--- src/rtl/riscv32_prefetch_pkg.sv ---
// Shared defaults for the RV32 prefetch unit: data width, queue depth and
// the post-reset fetch address, plus a helper that word-aligns an address.
package riscv32_prefetch_pkg;

  localparam int XLEN = 32;
  localparam int PF_DEPTH = 4;
  localparam logic [XLEN-1:0] PF_RESET_PC = 32'h0000_0000;

  // Instructions are 32-bit words; the two low address bits are always zero.
  function automatic logic [XLEN-1:0] alignPc(input logic [XLEN-1:0] pc);
    return pc & 32'hFFFF_FFFC;
  endfunction

endpackage

--- src/rtl/riscv32_pf_fifo.sv ---
// Instruction queue for the prefetch unit. Each entry is {instr, pc}.
// The head entry is read combinationally; push and pop happen at the edge.
// A flush empties the queue in one cycle by clearing count and pointers.
module riscv32_pf_fifo #(
  parameter int DEPTH = 4,
  parameter int WIDTH = 64
) (
  input  logic                     clk,
  input  logic                     rstN,
  input  logic                     flush,
  input  logic                     push,
  input  logic [WIDTH-1:0]         pushData,
  input  logic                     pop,
  output logic [WIDTH-1:0]         headData,
  output logic [$clog2(DEPTH):0]   count
);

  localparam int AW = $clog2(DEPTH);

  logic [WIDTH-1:0] mem [DEPTH];
  logic [AW-1:0]    rdPtr;
  logic [AW-1:0]    wrPtr;

  // Storage carries no reset; only the pointers and count define validity.
  always_ff @(posedge clk) begin
    if (push && !flush) begin
      mem[wrPtr] <= pushData;
    end
  end

  // Pointer and occupancy bookkeeping; flush wins over push/pop.
  // DEPTH is a power of two, so the pointers wrap by natural overflow.
  always_ff @(posedge clk or negedge rstN) begin
    if (!rstN) begin
      rdPtr <= '0;
      wrPtr <= '0;
      count <= '0;
    end else if (flush) begin
      rdPtr <= '0;
      wrPtr <= '0;
      count <= '0;
    end else begin
      if (push) begin
        wrPtr <= wrPtr + 1'b1;
      end
      if (pop) begin
        rdPtr <= rdPtr + 1'b1;
      end
      case ({push, pop})
        2'b10:   count <= count + 1'b1;
        2'b01:   count <= count - 1'b1;
        default: count <= count;
      endcase
    end
  end

  // Head slot is always visible; the caller qualifies it with count.
  always_comb begin
    headData = mem[rdPtr];
  end

endmodule

--- src/rtl/riscv32_prefetch.sv ---
// RV32 instruction prefetch unit. Fetches one word per cycle from a
// combinational ROM into a small queue and presents the queue head to the
// core. A redirect flushes the queue and restarts fetch at the new target.
//
// Handshake: the head is offered with oINSTR_VALID and taken by the core in
// any cycle where oINSTR_VALID and iINSTR_READY are both high; while valid
// is high and ready is low, the head word, its pc and valid stay stable.
module riscv32_prefetch
  import riscv32_prefetch_pkg::*;
#(
  parameter int          DEPTH    = PF_DEPTH,
  parameter logic [31:0] RESET_PC = PF_RESET_PC
) (
  input  logic                   iCLK,
  input  logic                   iRST,
  output logic                   oROM_CE,
  output logic                   oROM_RD,
  output logic [7:0]             oROM_ADDR,
  input  logic [31:0]            iROM_DATA,
  input  logic                   iREDIRECT,
  input  logic [31:0]            iREDIRECT_PC,
  output logic                   oINSTR_VALID,
  output logic [31:0]            oINSTR,
  output logic [31:0]            oINSTR_PC,
  input  logic                   iINSTR_READY,
  output logic [$clog2(DEPTH):0] oCOUNT
);

  localparam int AW = $clog2(DEPTH);
  localparam logic [AW:0] FULL_COUNT = DEPTH[AW:0];

  logic [XLEN-1:0] fetchPc;
  logic            fetchCycle;
  logic            popCycle;
  logic            instrValid;
  logic [AW:0]     count;
  logic [63:0]     headData;
  logic [63:0]     pushData;

  // Head qualification, pop detection and fetch enable. A redirect blocks
  // both the pop and the fetch so nothing from the old stream survives.
  always_comb begin
    instrValid = (count != '0) && !iREDIRECT;
    popCycle   = instrValid && iINSTR_READY;
    fetchCycle = iRST && !iREDIRECT && ((count < FULL_COUNT) || popCycle);
    pushData   = {iROM_DATA, fetchPc};
  end

  // Fetch address: restart at the redirect target, advance after a fetch,
  // otherwise hold (queue full with no pop). Wraps at the top of memory.
  always_ff @(posedge iCLK or negedge iRST) begin
    if (!iRST) begin
      fetchPc <= alignPc(RESET_PC);
    end else if (iREDIRECT) begin
      fetchPc <= alignPc(iREDIRECT_PC);
    end else if (fetchCycle) begin
      fetchPc <= fetchPc + 32'd4;
    end
  end

  riscv32_pf_fifo #(
    .DEPTH (DEPTH),
    .WIDTH (64)
  ) uFifo (
    .clk      (iCLK),
    .rstN     (iRST),
    .flush    (iREDIRECT),
    .push     (fetchCycle),
    .pushData (pushData),
    .pop      (popCycle),
    .headData (headData),
    .count    (count)
  );

  // Output mapping: ROM strobes follow the fetch enable, head splits into
  // instruction word and its byte address.
  always_comb begin
    oROM_CE      = fetchCycle;
    oROM_RD      = fetchCycle;
    oROM_ADDR    = fetchPc[7:0];
    oINSTR_VALID = instrValid;
    oINSTR       = headData[63:32];
    oINSTR_PC    = headData[31:0];
    oCOUNT       = count;
  end

endmodule
--- config.mk ---
export PLATFORM = sky130hd
export DESIGN_NAME = riscv32_prefetch
export DESIGN_NICKNAME = d
export VERILOG_FILES = /design/src/rtl/riscv32_prefetch_pkg.sv /design/src/rtl/riscv32_pf_fifo.sv /design/src/rtl/riscv32_prefetch.sv
export SDC_FILE = /design/constraint.sdc
export NUM_CORES = 1
export LEC_CHECK = 0
export CORE_AREA = 2 2 139 242
export DETAILED_ROUTE_END_ITERATION = 8
export DIE_AREA = 0 0 141 244
export PLACE_DENSITY = 0.65
export REMOVE_ABC_BUFFERS = 1
export SLEW_MARGIN = 40
export SYNTH_ARGS = -nofsm -noshare
export SYNTH_HDL_FRONTEND = slang
export SYNTH_SLANG_ARGS = --single-unit
export TNS_END_PERCENT = 100
--- constraint.sdc ---
create_clock -name iCLK -period 4.8 [get_ports iCLK]
set_input_delay 0.72 -clock iCLK [delete_from_list [all_inputs] [get_ports iCLK]]
set_output_delay 0.72 -clock iCLK [all_outputs]
set_load 0.01 [all_outputs]
==> results of run 1 <==
## where the power goes
| part | total (W) | internal (W) | switching, W | leakage [nW] |
|---|---|---|---|---|
| Clock | 0.00215 | 0.00127 | 0.000877 | 0.436 |
| Combinational | 0.000803 | 0.000469 | 0.000335 | 1.43 |
| Sequential | 0.00295 | 0.00283 | 0.000122 | 2.71 |
| Total | 0.00591 | 0.00457 | 0.00133 | 4.58 |
## per-stage QoR
step | total power (W) | instance area [sq um]
final | 0.00591 | 14000
after global routing | 0.00614 | 14000
after global placement | 0.00380 | 12900
after CTS | 0.00601 | 14000
after detailed placement | 0.00383 | 13100
after floorplan | 0.00338 | 11000
## worst paths after layout
path,startpoint,end,cells past startpoint
min reg2reg,fetchPc[31],uFifo.mem[2][31],0
max,uFifo.rdPtr[0],oINSTR_PC[29],3
max in group asynchronous,iRST,uFifo.rdPtr[0],3
min,iRST,uFifo.count[1],2
min in group iCLK,fetchPc[31],uFifo.mem[2][31],0
max reg2reg,uFifo.count[2],uFifo.mem[3][37],5
## cells in the final DEF, fill, tap and decap left out, types with 2 or more instances in the layout
cell type,n
sky130_fd_sc_hd__o21ai_0,30
sky130_fd_sc_hd__clkbuf_1,5
sky130_fd_sc_hd__nor3_1,6
sky130_fd_sc_hd__nand2_1,45
sky130_fd_sc_hd__mux2i_1,3
sky130_fd_sc_hd__clkinv_1,3
sky130_fd_sc_hd__nand4_1,9
sky130_fd_sc_hd__a21oi_1,6
sky130_fd_sc_hd__clkinvlp_4,2
sky130_fd_sc_hd__clkinv_2,3
sky130_fd_sc_hd__nor2_1,11
sky130_fd_sc_hd__clkbuf_8,3
sky130_fd_sc_hd__nor4_1,4
sky130_fd_sc_hd__edfxtp_1,248
sky130_fd_sc_hd__dfrtp_4,2
sky130_fd_sc_hd__bufinv_16,3
sky130_fd_sc_hd__inv_1,6
sky130_fd_sc_hd__buf_4,2
sky130_fd_sc_hd__mux4_2,63
sky130_fd_sc_hd__and2_4,4
sky130_fd_sc_hd__nand3_1,12
sky130_fd_sc_hd__xor2_1,18
sky130_fd_sc_hd__buf_12,11
sky130_fd_sc_hd__conb_1,4
sky130_fd_sc_hd__xnor2_1,11
sky130_fd_sc_hd__buf_2,2
sky130_fd_sc_hd__ha_1,5
sky130_fd_sc_hd__and3_1,6
sky130_fd_sc_hd__clkdlybuf4s50_1,137
sky130_fd_sc_hd__clkbuf_16,28
sky130_fd_sc_hd__dfrtp_1,35
sky130_fd_sc_hd__a2111oi_4,2
## sequential cells by signal, indices dropped and copies added (netlist names)
register,flops
uFifo.wrPtr,2
uFifo.rdPtr,2
uFifo.mem,248
fetchPc,30
uFifo.count,3
## routing by layer
metal / GRT usage [%] / vias up / part of all wire, %
met5: 0 / - / 0
met4: 4.26 / 0 / 2.2
met3: 1.72 / 29 / 3.7
met2: 24.6 / 146 / 54
met1: 16.4 / 2897 / 40
li1: - / 2573 / -
## final cells by class
type / count / area (sq um) / share of cell area [%]
well taps: 400 / 500 / 3.56
clock inverters: 12 / 140 / 0.998
repair buffers: 153 / 1630 / 11.6
multi-input cells: 253 / 2620 / 18.6
inverters: 6 / 22.5 / 0.160
flip-flops and latches: 285 / 8380 / 59.7
clock buffers: 36 / 761 / 5.42
## kinds of logic after synthesis
logic type                 Yosys count  synth area share, %
AOI/OAI and AO/OA                   44                 2.59
adders and majority gates            6                0.739
xor gates and xnor gates            29                 2.27
muxes                               67                 13.1
other                                1               0.0336
DFF                                285                 75.0
and+or+nand+nor                    103                 4.53
buffers and inverters               41                 1.80
==> implementation parameters, run 1 <==
Parameter                              Value

Synthesis
  Synthesized flop and latch total ... ~290
  Share of synthesized area occupied by flip-flops and latches ... about three quarters
  Async set-reset flop share out of synthesis ... 13.0%
  Yosys synthesis warning count ... 0
  Main area contributors after synthesis ... sky130_fd_sc_hd__edfxtp_1 (67%), sky130_fd_sc_hd__mux4_2 (13%), sky130_fd_sc_hd__dfrtp_1 (8.3%)
  Most used flip-flop cell after synthesis ... sky130_fd_sc_hd__edfxtp_1
  Commonest cells in the synthesized netlist ... sky130_fd_sc_hd__edfxtp_1 (248), sky130_fd_sc_hd__mux4_2 (63), sky130_fd_sc_hd__nand2_1 (45), sky130_fd_sc_hd__dfrtp_1 (37), sky130_fd_sc_hd__o21ai_0 (30)
  Cell taking the most area after synthesis ... sky130_fd_sc_hd__edfxtp_1
  Count of flip-flops with a built-in enable after synthesis ... between 200 and 250
  Yosys top cell area share ... roughly 67%
  Gate count after technology mapping ... roughly 580
  Synthesized area ... 11,200 sq um
  Syn_area_per_cell ... 19.4 sq um
  Synth unique cells ... 38
  Top-count cell post-synth ... sky130_fd_sc_hd__edfxtp_1

Clock tree
  TritonCTS clock tree ... built
  Clock latency on the worst-skew pair ... 0.53 ns
  Buffers inserted during post-CTS setup optimization ... 0
  Post-cts repair resize count ... 0
  Clock sinks ... 285
  Clock root buffer ... sky130_fd_sc_hd__clkbuf_16
  Buffer levels on the longest clock path ... 3
  Post-cts hold buffer count ... 1
  Clock buffers created by TritonCTS ... 26
  Depth of the CTS H-tree ... 1
  Clock slew seen by the registers of the worst setup and hold paths ... 0.06 ns

Setup path
  Category of the most critical setup path ... reg2out
  Endpoint kind of the worst setup timing path ... output port
  Critical path data arrival time ... 2.84 ns
  Top Family by Delay on Critical Path ... buffers and inverters
  Cell-by-cell trace of the critical path ... buf_12 -> mux4_2 -> clkdlybuf4s50_1
  Buffers and inverters on the worst path ... 2
  Standard cell with the maximum stage delay on the critical path ... sky130_fd_sc_hd__dfrtp_4
  Kind of start point of the critical path ... flip-flop
  Register-to-register setup slack ... 2.44 ns
  Worst-path fanout max ... 35
  Data required, critical path ... 4.08 ns
  Crit-path max cell delay ... 0.83 ns

Final layout
  Final instance count without filler cells ... ~1,100
  Filler instances ... ~2,800
  Core Util, Final ... 43.4%
  Area Growth Syn to Fin ... 25.8%
  Proportion of layout cells with a drive suffix above 1 ... 17.7%
  Layout Nets ... 799
  # diodes ... 0

Die
  Die outline height ... 244 um
  Starting density of the core ... 34.5%
  Cell row count ... 87
  Core Area ... roughly 32,000 sq um
  Total I/O pin count ... ~150
  Die width ... 141 um
  Die area ... 34,400 sq um

Route
  Number of DRC markers after the initial detailed-route iteration ... 227
  Total detailed-routing wirelength ... about 23 mm
  Average vias per placed instance ... 4.93
  Number of iterations in the first detailed-routing pass ... 4
  Via count ... 5,645
  Routed wire length per instance ... 19.8 um
  Final ANT Viol Nets ... 0
  Post-route DRC ... 0

Flow run
  Max-cap check violation count ... 0

Place
  Global placer's final weighted congestion ... 0.705
  PortBufs ... around 140
  Detailed-placement wirelength estimate ... 14.7 mm
  Worst slack after detailed placement ... 1.52 ns
  Placed cell count ... around 1,100

Global routing
  Number of antenna violations at the first check in global routing ... 0
  Aggregate global-route resource usage ... 13.4%
  First-pass GRT wire length ... between 30 and 40 mm
  Vias in the first global route ... 6,043
  Remaining global-route overflow ... 0
  Maximum number of pins on one net before global-route repair ... 42

Worst hold path
  Kind of path behind the tightest hold check ... in2async

STA
  Final setup slack of the worst path ... 1.24 ns
  Final setup viols ... 0
  Final critical-path share of the clock period ... 74.1%
  Setup Skew ... between 0.015 and 0.02 ns
  Time the final worst path needs with I/O delays and setup ... approximately 3.6 ns
  Max-slew headroom ... 49.8%
  Peak Freq ... 0.281 GHz
  Sum of negative setup slack ... 0 ns
  Worst hold margin ... around 0.57 ns
  Worst-margin pin slew ... 0.752 ns
  Fin. Hold Viols ... 0
  Final Slew Violations ... 0
  Setup repair after global routing missed its margin ... false

Pwr
  Power Dens Cells ... approximately 420 nW/um^2
  Largest voltage drop on the vdd net ... approximately 0.00028 V
  Standby leakage power ... approximately 4.6 nW

Outcome
  Status ... completed
(Power assumes the default switching activity.)
==> run 2: changes to the inputs <==
==> constraint.sdc (replaced) <==
create_clock -name iCLK -period 3.5 [get_ports iCLK]
set_input_delay 0.525 -clock iCLK [delete_from_list [all_inputs] [get_ports iCLK]]
set_output_delay 0.525 -clock iCLK [all_outputs]
set_load 0.01 [all_outputs]
==> implementation parameters, run 2 (synthesis results as in run 1) <==
Parameter                              Value

Outcome
  Status ... completed

Pwr
  Internal power summed over all cells ... 0.00614 W
  Largest voltage drop on the vdd net ... between 0.0003 and 0.0004 V
  Switching fraction of total power ... 22.8%
  Standby leakage power ... between 4 and 5 nW
  Power Dens Cells ... 567 nW/um^2
  Share of total power in combinational logic ... 14.2%
  Portion of total power attributed to the clock network ... between 30% and 40%
  Power share of the sequential group ... between 50% and 60%
  Psw ... 0.00181 W

Clock tree
  Post-cts hold buffer count ... 0
  Clock slew seen by the registers of the worst setup and hold paths ... approximately 0.060 ns
  Clock root buffer ... sky130_fd_sc_hd__clkbuf_16
  Clock sinks ... around 290
  Buffer levels on the longest clock path ... 3
  TritonCTS clock tree ... built
  Clock buffers created by TritonCTS ... 26
  Clock latency on the worst-skew pair ... 0.54 ns
  Depth of the CTS H-tree ... 1
  Post-cts repair resize count ... 0
  Buffers inserted during post-CTS setup optimization ... 0

Setup path
  Data required, critical path ... approximately 3 ns
  Critical path data arrival time ... 2.64 ns
  Buffers and inverters on the worst path ... 2
  Worst-path fanout max ... 24
  Endpoint kind of the worst setup timing path ... output port
  Standard cell with the maximum stage delay on the critical path ... sky130_fd_sc_hd__dfrtp_4
  Top Family by Delay on Critical Path ... buffers and inverters
  Kind of start point of the critical path ... flip-flop
  Category of the most critical setup path ... reg2out
  Crit-path max cell delay ... 0.72 ns
  Cell-by-cell trace of the critical path ... buf_12 -> mux4_2 -> clkdlybuf4s50_1

Place
  Placed Area ... 13,200 sq um
  Global placer's final weighted congestion ... between 0.7 and 0.8
  Detailed-placement wirelength estimate ... 14.4 mm
  PortBufs ... around 140

Global routing
  First-pass GRT wire length ... ~35 mm
  Vias in the first global route ... 5,985
  Remaining global-route overflow ... 0
  Aggregate global-route resource usage ... 13.4%
  Number of antenna violations at the first check in global routing ... 0
  Maximum number of pins on one net before global-route repair ... 39

STA
  Final critical-path share of the clock period ... 90.4%
  Setup Skew ... 0.00819 ns
  Fin. Hold Viols ... 0
  Final Slew Violations ... 0
  Peak Freq ... around 0.32 GHz
  Max-slew headroom ... 56.1%
  Worst-margin pin slew ... about 0.66 ns
  Final setup viols ... 0
  Setup repair after global routing missed its margin ... false
  Time the final worst path needs with I/O delays and setup ... approximately 3.2 ns
  Worst hold margin ... 0.0311 ns

Final layout
  Area Growth Syn to Fin ... 25.4%
  Leading cell types in the layout, fill and taps excluded ... sky130_fd_sc_hd__edfxtp_1 (248), sky130_fd_sc_hd__clkdlybuf4s50_1 (137), sky130_fd_sc_hd__mux4_2 (63)
  Layout Cell Area excl Fill ... between 10,000 and 15,000 sq um
  Layout Nets ... 803
  # diodes ... 0
  Filler instances ... 2,771
  Proportion of layout cells with a drive suffix above 1 ... 17.9%
  Most frequent standard cell in the layout excluding fill and tap cells ... sky130_fd_sc_hd__edfxtp_1
  Reg with most FFs ... uFifo.mem
  Largest register FFs ... 248
  Largest registers ranked by flip-flop count ... uFifo.mem x248, fetchPc x30, uFifo.count x3

Die
  Starting density of the core ... 34.5%
  Core Area ... 32,300 sq um
  Total I/O pin count ... about 150
  Cell row count ... 87
  Die area ... 34,400 sq um
  Die outline height ... approximately 240 um
  Die width ... 141 um

Route
  Total detailed-routing wirelength ... ~23 mm
  Average vias per placed instance ... 4.90
  Final ANT Viol Nets ... 0
  Number of DRC markers after the initial detailed-route iteration ... 298
  Number of iterations in the first detailed-routing pass ... 4
  Via count ... 5,621
  Met2 wire length ... 12.6 mm
  Metal1 wirelength ... approximately 8.9 mm
  Routed wire length per instance ... approximately 20 um
  Top sig layer ... met4
  Post-route DRC ... 0
  Detailed-routed wire length on met3 ... 687 um

Worst hold path
  Kind of path behind the tightest hold check ... in2async

Flow run
  Max-cap check violation count ... 0
==> run 2: changes by cell type in the layout (fill, tap and decap cells not counted), sizes merged <==
cell	before	now
buf	15	20
bufinv	3	2
clkbuf	36	35
clkinv	6	8
dlygate4sd3	1	0
inv	7	6
==> run 2: layer usage <==
metal	global-route usage, %	vias up
li1	-	2583
met1	15.9	2886
met2	24.7	119
met3	1.82	33
met4	4.91	0
met5	0	-
==> run 2: final cells by class <==
class	count	area, sq um	share of cell area [%]
Sequential cell	285	8380	59.8
Multi-Input combinational cell	253	2620	18.7
Timing Repair Buffer	157	1650	11.8
Clock buffer	35	726	5.18
Tap cell	400	500	3.57
Clock inverter	12	110	0.786
Inverter	6	22.5	0.161
==> run 2: final timing paths <==
check	from	endpoint	depth (start not counted)	slack (ns)
min in group iCLK	iREDIRECT	uFifo.count[1]	2	0.44
max in group asynchronous	iRST	fetchPc[4]	2	3.19
max reg2reg	uFifo.count[2]	uFifo.mem[3][8]	5	1.10
min reg2reg	fetchPc[31]	uFifo.mem[1][31]	0	0.55
max	uFifo.rdPtr[0]	oINSTR_PC[3]	3	0.34
min	iRST	uFifo.rdPtr[0]	2	0.03
==> run 2: power groups by stage <==
stage,clock network [W],logic (W),registers (W)
floorplan,0,0.000516,0.00412
finish,0.00278,0.00113,0.00404
global route,0.00300,0.00122,0.00407
CTS,0.00287,0.00116,0.00405
global placement,0,0.00115,0.00411
detailed placement,0,0.00116,0.00412
==> run 2: worst register-to-register path, cell delays in order (launching register included) <==
cell and delay, ns:
sky130_fd_sc_hd__dfrtp_1 0.56, sky130_fd_sc_hd__inv_1 0.24, sky130_fd_sc_hd__o21ai_0 0.11, sky130_fd_sc_hd__nor2_1 0.45
sky130_fd_sc_hd__and2_4 0.47, sky130_fd_sc_hd__buf_12 0.25
==> run 2: stage by stage <==
step	total power, W	worst slack [ns]	TNS (ns)	cells	utilization, %
2_1_floorplan	0.00464	-0.235	-14.59	544	-
3_3_place_gp	0.00526	0.787	0	1101	40.7
3_5_place_dp	0.00528	0.792	0	1101	40.7
4_1_cts	0.00808	0.221	0	1148	43.3
5_1_grt	0.00828	0.159	0	1148	43.3
6_report	0.00795	0.336	0	1148	43.3
